## config.mk

```make
export PLATFORM = sky130hd
export DESIGN_NAME = midi_encode
export DESIGN_NICKNAME = d
export VERILOG_FILES = /design/src/rtl/midi_pkg.sv /design/src/rtl/midi_encode_uart_transmit.sv /design/src/rtl/midi_encode.sv
export SDC_FILE = /design/constraint.sdc
export NUM_CORES = 1
export LEC_CHECK = 0
export CAP_MARGIN = 15
export CORE_ASPECT_RATIO = 1.25
export CORE_UTILIZATION = 53
export CTS_BUF_LIST = sky130_fd_sc_hd__clkbuf_4
export CTS_CLUSTER_SIZE = 10
export DETAILED_ROUTE_END_ITERATION = 12
export GPL_ROUTABILITY_DRIVEN = 0
export PLACE_DENSITY = 0.77
export SKIP_CTS_REPAIR_TIMING = 1
export SYNTH_ARGS = -nofsm -noshare
export SYNTH_HDL_FRONTEND = slang
export SYNTH_HIERARCHICAL = 1
export SYNTH_SLANG_ARGS = --single-unit
```

## constraint.sdc

```tcl
create_clock -name clk_in -period 1.9 [get_ports clk_in]
set_clock_uncertainty 0.1 [all_clocks]
set_input_delay 0.38 -clock clk_in [delete_from_list [all_inputs] [get_ports clk_in]]
set_output_delay 0.38 -clock clk_in [all_outputs]
set_load 0.03 [all_outputs]
```

## src/rtl/midi_pkg.sv

```systemverilog
// Shared definitions for the MIDI transmit path: status nibbles, byte type,
// encoder FSM states and byte-formation helpers.
package midi_pkg;

    localparam int MIDI_BAUD = 31250;

    localparam logic [3:0] NOTE_ON_NIBBLE  = 4'h9;
    localparam logic [3:0] NOTE_OFF_NIBBLE = 4'h8;

    typedef logic [7:0] midi_byte_t;

    typedef enum logic [2:0] {
        ST_IDLE        = 3'd0,
        ST_SEND_STATUS = 3'd1,
        ST_SEND_NOTE   = 3'd2,
        ST_SEND_VEL    = 3'd3,
        ST_DONE        = 3'd4
    } midi_state_t;

    // Status byte: message-type nibble in the top half, channel in the bottom.
    function automatic midi_byte_t make_status(input logic note_on, input logic [3:0] channel);
        return {(note_on ? NOTE_ON_NIBBLE : NOTE_OFF_NIBBLE), channel};
    endfunction

    // MIDI data bytes always have bit 7 clear; the caller's bit 7 is discarded.
    function automatic midi_byte_t make_data(input logic [7:0] value);
        return {1'b0, value[6:0]};
    endfunction

endpackage

```

## src/rtl/midi_encode_uart_transmit.sv

```systemverilog
// 8N1 byte serialiser, LSB first. A one-cycle trigger_in while idle loads a
// byte and drives the start bit on the next edge; busy_out falls at the edge
// the stop bit completes. The line output is a flop, so it never glitches.
module uart_transmit
    import midi_pkg::*;
#(
    parameter int INPUT_CLOCK_FREQ = 100_000_000,
    parameter int BAUD_RATE        = MIDI_BAUD
) (
    input  logic       clk_in,
    input  logic       rst_in,
    input  logic [7:0] data_byte_in,
    input  logic       trigger_in,
    output logic       busy_out,
    output logic       tx_wire_out
);

    localparam int BAUD_BIT_PERIOD = INPUT_CLOCK_FREQ / BAUD_RATE;
    localparam int CNT_W = (BAUD_BIT_PERIOD > 1) ? $clog2(BAUD_BIT_PERIOD) : 1;
    localparam logic [CNT_W-1:0] CNT_LAST = CNT_W'(BAUD_BIT_PERIOD - 1);

    // bit_idx: 0 = start, 1..8 = data bits 0..7, 9 = stop
    logic [CNT_W-1:0] baud_cnt;
    logic [3:0]       bit_idx;
    logic [7:0]       shift_q;
    logic             busy_q;
    logic             tx_q;

    // Baud counter, bit index and shift register; line updates on bit boundaries.
    always_ff @(posedge clk_in) begin
        if (rst_in) begin
            baud_cnt <= '0;
            bit_idx  <= '0;
            shift_q  <= '0;
            busy_q   <= 1'b0;
            tx_q     <= 1'b1;
        end else if (!busy_q) begin
            if (trigger_in) begin
                busy_q   <= 1'b1;
                tx_q     <= 1'b0;
                shift_q  <= data_byte_in;
                baud_cnt <= '0;
                bit_idx  <= '0;
            end
        end else if (baud_cnt == CNT_LAST) begin
            baud_cnt <= '0;
            if (bit_idx == 4'd9) begin
                // Stop bit has run its full period; the line is already high.
                busy_q <= 1'b0;
            end else begin
                bit_idx <= bit_idx + 4'd1;
                if (bit_idx == 4'd8) begin
                    tx_q <= 1'b1;
                end else begin
                    tx_q    <= shift_q[0];
                    shift_q <= {1'b0, shift_q[7:1]};
                end
            end
        end else begin
            baud_cnt <= baud_cnt + 1'b1;
        end
    end

    assign busy_out    = busy_q;
    assign tx_wire_out = tx_q;

endmodule

```

## src/rtl/midi_encode.sv

```systemverilog
// MIDI OUT message sequencer: accepts note-on/off events over valid/ready and
// sends status, note and velocity bytes through uart_transmit.
// Optional build macro MIDI_RUNNING_STATUS_EN: omit the status byte when it
// repeats the previously transmitted one.
//
// Handshake: an event transfers on a rising edge where valid_in && ready_out;
// ready_out is high only in IDLE, inputs are sampled only on that edge, and
// valid_in is ignored at all other times (upstream holds it until ready).
module midi_encode
    import midi_pkg::*;
#(
    parameter int INPUT_CLOCK_FREQ = 100_000_000,
    parameter int BAUD_RATE        = MIDI_BAUD
) (
    input  logic       clk_in,
    input  logic       rst_in,
    input  logic       valid_in,
    input  logic       status_in,
    input  logic [3:0] channel_in,
    input  logic [7:0] note_in,
    input  logic [7:0] velocity_in,
    output logic       ready_out,
    output logic       busy_out,
    output logic       done_out,
    output logic       midi_data_out
);

    midi_state_t state_q, state_d;
    logic        fired_q, fired_d;    // current SEND state has already triggered its byte
    midi_byte_t  status_q, note_q, vel_q;
    midi_byte_t  new_status;
    midi_byte_t  tx_byte;
    logic        trigger;
    logic        uart_busy;
    logic        accept;
    logic        skip_status;

    assign accept     = valid_in && ready_out;
    assign new_status = make_status(status_in, channel_in);

`ifdef MIDI_RUNNING_STATUS_EN
    midi_byte_t last_status_q;
    logic       status_sent;

    // Status bytes are always >= 0x80, so the cleared value never matches.
    assign skip_status = (new_status == last_status_q);
    assign status_sent = (state_q == ST_SEND_STATUS) && !fired_q;

    // Remember the most recently transmitted status byte.
    always_ff @(posedge clk_in) begin
        if (rst_in) begin
            last_status_q <= '0;
        end else if (status_sent) begin
            last_status_q <= status_q;
        end
    end
`else
    assign skip_status = 1'b0;
`endif

    // State register and event fields captured at accept.
    always_ff @(posedge clk_in) begin
        if (rst_in) begin
            state_q  <= ST_IDLE;
            fired_q  <= 1'b0;
            status_q <= '0;
            note_q   <= '0;
            vel_q    <= '0;
        end else begin
            state_q <= state_d;
            fired_q <= fired_d;
            if (accept) begin
                status_q <= new_status;
                note_q   <= make_data(note_in);
                vel_q    <= make_data(velocity_in);
            end
        end
    end

    // Next-state logic; the next byte is triggered in the same cycle the
    // previous one finishes, keeping the inter-byte gap to one cycle.
    always_comb begin
        state_d = state_q;
        fired_d = fired_q;
        trigger = 1'b0;
        tx_byte = status_q;
        unique case (state_q)
            ST_IDLE: begin
                fired_d = 1'b0;
                if (valid_in) begin
                    state_d = skip_status ? ST_SEND_NOTE : ST_SEND_STATUS;
                end
            end
            ST_SEND_STATUS: begin
                tx_byte = status_q;
                if (!fired_q) begin
                    trigger = 1'b1;
                    fired_d = 1'b1;
                end else if (!uart_busy) begin
                    state_d = ST_SEND_NOTE;
                    tx_byte = note_q;
                    trigger = 1'b1;
                end
            end
            ST_SEND_NOTE: begin
                tx_byte = note_q;
                if (!fired_q) begin
                    trigger = 1'b1;
                    fired_d = 1'b1;
                end else if (!uart_busy) begin
                    state_d = ST_SEND_VEL;
                    tx_byte = vel_q;
                    trigger = 1'b1;
                end
            end
            ST_SEND_VEL: begin
                tx_byte = vel_q;
                if (!fired_q) begin
                    trigger = 1'b1;
                    fired_d = 1'b1;
                end else if (!uart_busy) begin
                    state_d = ST_DONE;
                    fired_d = 1'b0;
                end
            end
            ST_DONE: begin
                state_d = ST_IDLE;
            end
            default: begin
                state_d = ST_IDLE;
            end
        endcase
    end

    assign ready_out = (state_q == ST_IDLE);
    assign busy_out  = (state_q != ST_IDLE);
    assign done_out  = (state_q == ST_DONE);

    uart_transmit #(
        .INPUT_CLOCK_FREQ (INPUT_CLOCK_FREQ),
        .BAUD_RATE        (BAUD_RATE)
    ) u_uart (
        .clk_in       (clk_in),
        .rst_in       (rst_in),
        .data_byte_in (tx_byte),
        .trigger_in   (trigger),
        .busy_out     (uart_busy),
        .tx_wire_out  (midi_data_out)
    );

endmodule

```

=== Yosys cells after proc, flatten, opt, wreduce, memory -nomap -nowiden ===
Cells that the tools add are included.

* Input port bits: 24
* Output and inout port bits: 4
* Word-level logic and storage cells: 78
* Flip-flop bits (word level): 52

* Muxes and demuxes: 40
* Eq/ne operators: 17
* Add/sub/neg operators: 2
* Reductions and logical operators: 9

{| class="wikitable"
|+ Operators with widths
! cell !! number
|-
| $mux W8 || 6
|-
| $mux W12 || 3
|-
| $pmux W8 S3 || 1
|-
| $mux W3 || 7
|-
| $ne A2 B2 Y1 const B || 10
|-
| $mux W4 || 4
|-
| $mux W1 || 15
|-
| $add A12 B1 Y12 const B || 1
|-
| $eq A12 B12 Y1 const B || 1
|-
| $pmux W3 S4 || 1
|-
| $eq A4 B4 Y1 const B || 2
|-
| $mux W7 || 1
|-
| $reduce_and A7 Y1 || 1
|-
| $eq A3 B2 Y1 const B || 2
|-
| $reduce_bool A3 Y1 || 2
|-
| $add A4 B1 Y4 const B || 1
|-
| $reduce_and A4 Y1 || 1
|-
| $eq A3 B1 Y1 const B || 1
|-
| $eq A3 B3 Y1 const B || 1
|-
| $logic_not A3 Y1 || 1
|-
| $pmux W1 S3 || 1
|-
| $reduce_and A3 Y1 || 1
|-
| $pmux W1 S2 || 1
|-
| $reduce_bool A2 Y1 || 1
|-
| other kinds (2) || 2
|}

=== Depth between registers and ports, before layout ===
Gate-level depths: netlist (run 1).

* Depth after elaboration: 5
* Gate-level depth with buffers: 7
* Mapped depth without buffers: 6

=== Modules after synthesis ===
The synthesis (run 1) kept the hierarchy.

{| class="wikitable"
|+ By module, submodules not included
! module !! area an instance (um^2) !! cells an instance !! instances
|-
| uart_transmit || 1456.4 || 162 || 1
|-
| midi_encode || 1107.3 || 133 || 1
|}

=== Worst setup path after synthesis (run 1) ===
OpenSTA, ideal clock, no wires.

* Kind: reg-to-reg
* From: register u_uart.baud_cnt[0]
* To: register u_uart.shift_q[1]
* Path slack: -155 ps
* Data arrival time: 1869 ps
* Cell stages (with the launch flop): 7
* Clock period less this slack: 2055 ps
* Buffers on the path: 1
* Cells stage by stage: dfxtp_1 -> ha_1 -> nand4_1 -> or4_4 -> or2_0 -> buf_6 -> a221oi_2

* Word-level cells in the longest chain between the ends: 3

{| class="wikitable"
|+ Ends and longest elaborated chain
! what !! RTL line !! RTL
|-
| start, declared || midi_encode_uart_transmit.sv:23 || <nowiki>logic [CNT_W-1:0] baud_cnt;</nowiki>
|-
| start signal, assigned || midi_encode_uart_transmit.sv:60 || <nowiki>baud_cnt <= baud_cnt + 1'b1;</nowiki>
|-
| $eq A12 B12 Y1 || midi_encode_uart_transmit.sv:45 || <nowiki>end else if (baud_cnt == CNT_LAST) begin</nowiki>
|-
| $ne A2 B2 Y1 (no source line) || n/a ||
|-
| $reduce_and A4 Y1 (no source line) || n/a ||
|-
| end signal, assigned || midi_encode_uart_transmit.sv:41 || <nowiki>shift_q <= data_byte_in;</nowiki>
|-
| end signal, assigned || midi_encode_uart_transmit.sv:56 || <nowiki>shift_q <= {1'b0, shift_q[7:1]};</nowiki>
|-
| end, declared || midi_encode_uart_transmit.sv:25 || <nowiki>logic [7:0] shift_q;</nowiki>
|}

Every way passes these cells.
A chain may end at the register's enable or synchronous reset.

=== Worst setup path after layout (run 1) ===
* From: register u_uart.baud_cnt[1]
* To: register u_uart.bit_idx[2]

* Word-level cells in the longest chain between the ends: 3

{| class="wikitable"
|+ Ends and longest elaborated chain
! what !! RTL line !! RTL
|-
| $eq A12 B12 Y1 || midi_encode_uart_transmit.sv:45 ||
|-
| $ne A2 B2 Y1 (no source line) || n/a ||
|-
| $reduce_and A3 Y1 (no source line) || n/a ||
|-
| end signal, assigned || midi_encode_uart_transmit.sv:51 || <nowiki>bit_idx <= bit_idx + 4'd1;</nowiki>
|-
| end, declared || midi_encode_uart_transmit.sv:24 || <nowiki>logic [3:0] bit_idx;</nowiki>
|}

Every way passes these cells.

==> results of run 1 <==
## power by group
group / leakage, nW / internal (mW) / switching (mW)
sequential: 0.413 / 1.12 / 0.0495
clock: 0.0417 / 0.278 / 0.351
combinational: 0.762 / 0.226 / 0.240
total: 1.22 / 1.62 / 0.640
## synth_stat cells, types with 6 or more instances
master    count  share of area [%]
a221oi_2      7                4.1
nor2b_1       9                2.2
dfxtp_1      50                 39
clkbuf_1      7                1.0
o21ai_0      10                2.0
nor3_1        6                1.2
mux2i_1       8                3.1
nor2_1       17                2.5
nand3_1      10                2.0
inv_1         8                1.2
a21oi_1      28                5.5
nand2_1      47                6.9
## worst max path at each step
| stage | from | endpoint | cells past startpoint |
|---|---|---|---|
| floorplan | u_uart/baud_cnt[1]$_SDFFE_PP0P_ | u_uart/bit_idx[3]$_SDFFE_PP0P_ | 6 |
| global placement | rst_in | u_uart/bit_idx[0]$_SDFFE_PP0P_ | 6 |
| detailed placement | rst_in | u_uart/bit_idx[0]$_SDFFE_PP0P_ | 6 |
| CTS | state_q[1]$_SDFFE_PP0P_ | ready_out | 3 |
| global route | u_uart/baud_cnt[9]$_SDFFE_PP0P_ | u_uart/shift_q[1]$_SDFFE_PP0P_ | 5 |
| finish | u_uart/baud_cnt[1]$_SDFFE_PP0P_ | u_uart/bit_idx[2]$_SDFFE_PP0P_ | 7 |
## metal layers
layer  vias to the layer above  GRT usage, %
met1                      1068          25.5
li1                       1184             -
met5                         -             0
met2                        43          41.7
met3                        10          5.14
met4                         0          9.56
## layout make-up
cell class,count,area (µm²)
Timing Repair Buffer,63,552
Tap cell,58,72.6
Clock inverter,3,43.8
Fill cell,385,1320
Multi-Input combinational cell,221,1460
Clock buffer,5,37.5
Inverter,8,30.0
Sequential cell,50,1020
## metrics by stage
step	cells	cell area (µm²)	TNS (ps)	hold slack [ps]	power [mW]
2_1_floorplan	295	2590	0	332	1.49
3_3_place_gp	399	3110	-11.8	340	1.64
3_5_place_dp	399	3110	-134	345	1.65
4_1_cts	407	3190	-818	364	2.28
5_1_grt	408	3210	-800	376	2.39
6_report	408	3210	-47.8	361	2.26
## cells by family after synthesis
group | count (synthesis)
buffers and inverters | 24
muxes | 8
and+or+nand+nor | 126
DFF | 50
adders and majority gates | 4
xor gates and xnor gates | 2
AOI/OAI and AO/OA | 81
## worst register-to-register path, cell delays in order, from the launching register on
cell	delay, ps
dfxtp_4	390
ha_4	140
nand4_1	130
buf_4	170
nor4_2	440
buf_4	210
a21oi_1	60
a31o_2	200
## flip-flops by register name, summed over array words and instances (netlist names)
signal / flops
state_q: 3
u_uart/busy_out: 1
fired_q: 1
vel_q: 7
note_q: 7
u_uart/tx_wire_out: 1
u_uart/baud_cnt: 12
u_uart/shift_q: 8
u_uart/bit_idx: 4
status_q: 6
==> impl_metrics.prom, run 1 <==
# TYPE chip_impl_metric gauge
chip_impl_metric{name="ys_types",unit=""} 64
chip_impl_info{name="layout_commonest_cell",value="nand2_1"} 1
chip_impl_metric{name="synthCells",unit=""} 295
chip_impl_metric{name="synthesis.yosys.warnings",unit=""} 6
chip_impl_metric{name="finalNetCount",unit=""} 377
chip_impl_info{name="synth_top_flop_cell",value="dfxtp_1"} 1
chip_impl_metric{name="antenna_found_initial",unit=""} 0
chip_impl_info{name="type_of_destination_of_the_critical_path",value="register"} 1
chip_impl_info{name="worstSetupPathType",value="register to register"} 1
chip_impl_metric{name="vias",unit=""} 2305
chip_impl_metric{name="final.min_clock_period",unit="ps"} 1930
chip_impl_info{name="start_kind",value="register"} 1
chip_impl_metric{name="grt_pass1_wl",unit="mm"} 9.25
chip_impl_metric{name="synthArstFlopShare",unit="%"} 0
chip_impl_metric{name="setup_viol",unit=""} 3
chip_impl_metric{name="drive_above_1_share",unit="%"} 23.4
chip_impl_metric{name="layout_worst_path_cycle_share",unit="%"} 101
chip_impl_metric{name="synthXorXnorAreaFrac",unit="%"} 0.683
chip_impl_metric{name="rrSetupSlack",unit="ps"} -30
chip_impl_metric{name="synthesis.nets",unit=""} 323
chip_impl_metric{name="worst_case_setup_slack_after_placement",unit="ps"} -39.1
chip_impl_metric{name="ys_seq_area_share",unit="%"} 39.0
chip_impl_info{name="outcome",value="finished, violations left"} 1
chip_impl_metric{name="max-slew-margin-rel",unit="%"} 70.8
chip_impl_metric{name="track_usage",unit="%"} 22.9
chip_impl_metric{name="clk_pin_slew",unit="ps"} 150
chip_impl_metric{name="drt_drc_violations_left",unit=""} 0
chip_impl_metric{name="routedLengthMet1",unit="mm"} 2.35
chip_impl_info{name="cp_slowest_cell",value="nor4_2"} 1
chip_impl_metric{name="critical_path_buf_inv_count",unit=""} 2
chip_impl_metric{name="cap_viol_max_count",unit=""} 0
chip_impl_metric{name="crit_path_max_incr_delay",unit="ps"} 440
chip_impl_metric{name="core-area",unit="µm²"} 4530
chip_impl_metric{name="start_util",unit="%"} 56.6
chip_impl_metric{name="r2r.worst_path.cells",unit=""} 7
chip_impl_metric{name="fp.dieW",unit="µm"} 64.2
chip_impl_metric{name="dieArea",unit="µm²"} 5120
chip_impl_info{name="min_path_type",value="register to register"} 1
chip_impl_metric{name="portBuffers",unit=""} 25
chip_impl_metric{name="met2_length",unit="mm"} 2.72
chip_impl_metric{name="die-height",unit="µm"} 79.8
chip_impl_metric{name="grt_max_degree",unit=""} 21
chip_impl_metric{name="synth_compound_area_share",unit="%"} 24.0
chip_impl_metric{name="area.growth.synth_to_final",unit="%"} 25.3
chip_impl_info{name="path_cells",value="ha_4 -> nand4_1 -> buf_4 -> nor4_2 -> buf_4 -> a21oi_1 -> a31o_2"} 1
chip_impl_metric{name="maximum_clock_rate",unit="MHz"} 519
chip_impl_metric{name="synthAdderAreaFrac",unit="%"} 1.95
chip_impl_metric{name="routed_wire_length_per_instance",unit="µm"} 13.1
chip_impl_info{name="worstHoldStart",value="status_q[4]$_SDFFE_PP0P_"} 1
chip_impl_metric{name="p_leak",unit="nW"} 1.22
chip_impl_info{name="mostFrequentLayoutCells",value="nand2_1 (47), dfxtp_1 (42), buf_4 (38), a21oi_1 (28), clkdlybuf4s50_1 (21)"} 1
chip_impl_metric{name="clock-sinks",unit=""} 50
chip_impl_metric{name="avgViaCountPerCell",unit=""} 5.65
chip_impl_metric{name="cts-buffers-inserted",unit=""} 5
chip_impl_metric{name="detail_route.iter0.violations",unit=""} 81
chip_impl_info{name="holdPathEnd",value="status_q[4]$_SDFFE_PP0P_"} 1
chip_impl_info{name="synth_top_family_by_area",value="simple AND/OR/NAND/NOR gates"} 1
chip_impl_metric{name="met3RoutedLength",unit="µm"} 155
chip_impl_info{name="worst_r2r_end",value="u_uart/bit_idx[2]$_SDFFE_PP0P_"} 1
chip_impl_metric{name="placement_rows",unit=""} 27
chip_impl_metric{name="timing.final.max_slew_violations",unit=""} 0
chip_impl_metric{name="vias_in_the_first_global_route",unit=""} 2202
chip_impl_metric{name="crit_arrival",unit="ps"} 2110
chip_impl_metric{name="report.final.hold_viol_count",unit=""} 0
chip_impl_info{name="rsz0062_at_grt",value="yes"} 1
chip_impl_metric{name="num_io_pins",unit=""} 28
chip_impl_info{name="root_buffer",value="clkbuf_4"} 1
chip_impl_metric{name="detailed_route_wl",unit="mm"} 5.33
chip_impl_metric{name="detailed_place_hpwl",unit="mm"} 3.97
chip_impl_metric{name="worst_ep_required_time",unit="ps"} 2090
chip_impl_info{name="r2r-start",value="u_uart/baud_cnt[1]$_SDFFE_PP0P_"} 1
chip_impl_metric{name="insertion_delay",unit="ps"} 370
chip_impl_info{name="routed.top_layer",value="met4"} 1
chip_impl_metric{name="irDropWorstVdd",unit="µV"} 492
chip_impl_info{name="worst_path_dominant_cell_family",value="simple AND/OR/NAND/NOR gates"} 1
chip_impl_metric{name="synth-edff-count",unit=""} 0
chip_impl_metric{name="synthesis.area_per_instance",unit="µm²"} 8.69
chip_impl_metric{name="ctsHtreeMaxLevel",unit=""} 2
chip_impl_metric{name="clk_path_buf_depth",unit=""} 2
chip_impl_metric{name="globalRouteOverflowTotal",unit=""} 0
chip_impl_metric{name="hold_depth",unit=""} 2
chip_impl_metric{name="synth.area.mux_share",unit="%"} 3.12
chip_impl_metric{name="worst-slew-pin-transition",unit="ps"} 435
chip_impl_metric{name="ant_nets",unit=""} 0
chip_impl_metric{name="fin_ws",unit="ps"} -28.0
chip_impl_metric{name="drt_pre_antenna_iters",unit=""} 4
chip_impl_metric{name="ys_seq_elements",unit=""} 50
chip_impl_info{name="crit_top_cell",value="buf_4"} 1
chip_impl_info{name="cts_tree",value="done"} 1
chip_impl_info{name="failed_checks",value="negative setup slack"} 1
chip_impl_metric{name="antenna_cells",unit=""} 0
chip_impl_metric{name="p_per_area",unit="nW/µm²"} 704
chip_impl_metric{name="crit_path_max_fanout",unit=""} 4
chip_impl_metric{name="synthSimpleGateAreaFrac",unit="%"} 26.5
chip_impl_metric{name="finish.utilization",unit="%"} 71.0
chip_impl_metric{name="post_synthesis_instance_area",unit="µm²"} 2560
Note: power is estimated with default switching activity, not from simulation.
==> inputs of run 2 (changes only) <==
GPL_ROUTABILITY_DRIVEN = not set   (was 0)
==> results of run 2 <==
Final layout, timing and power as in run 1 (identical DEF).
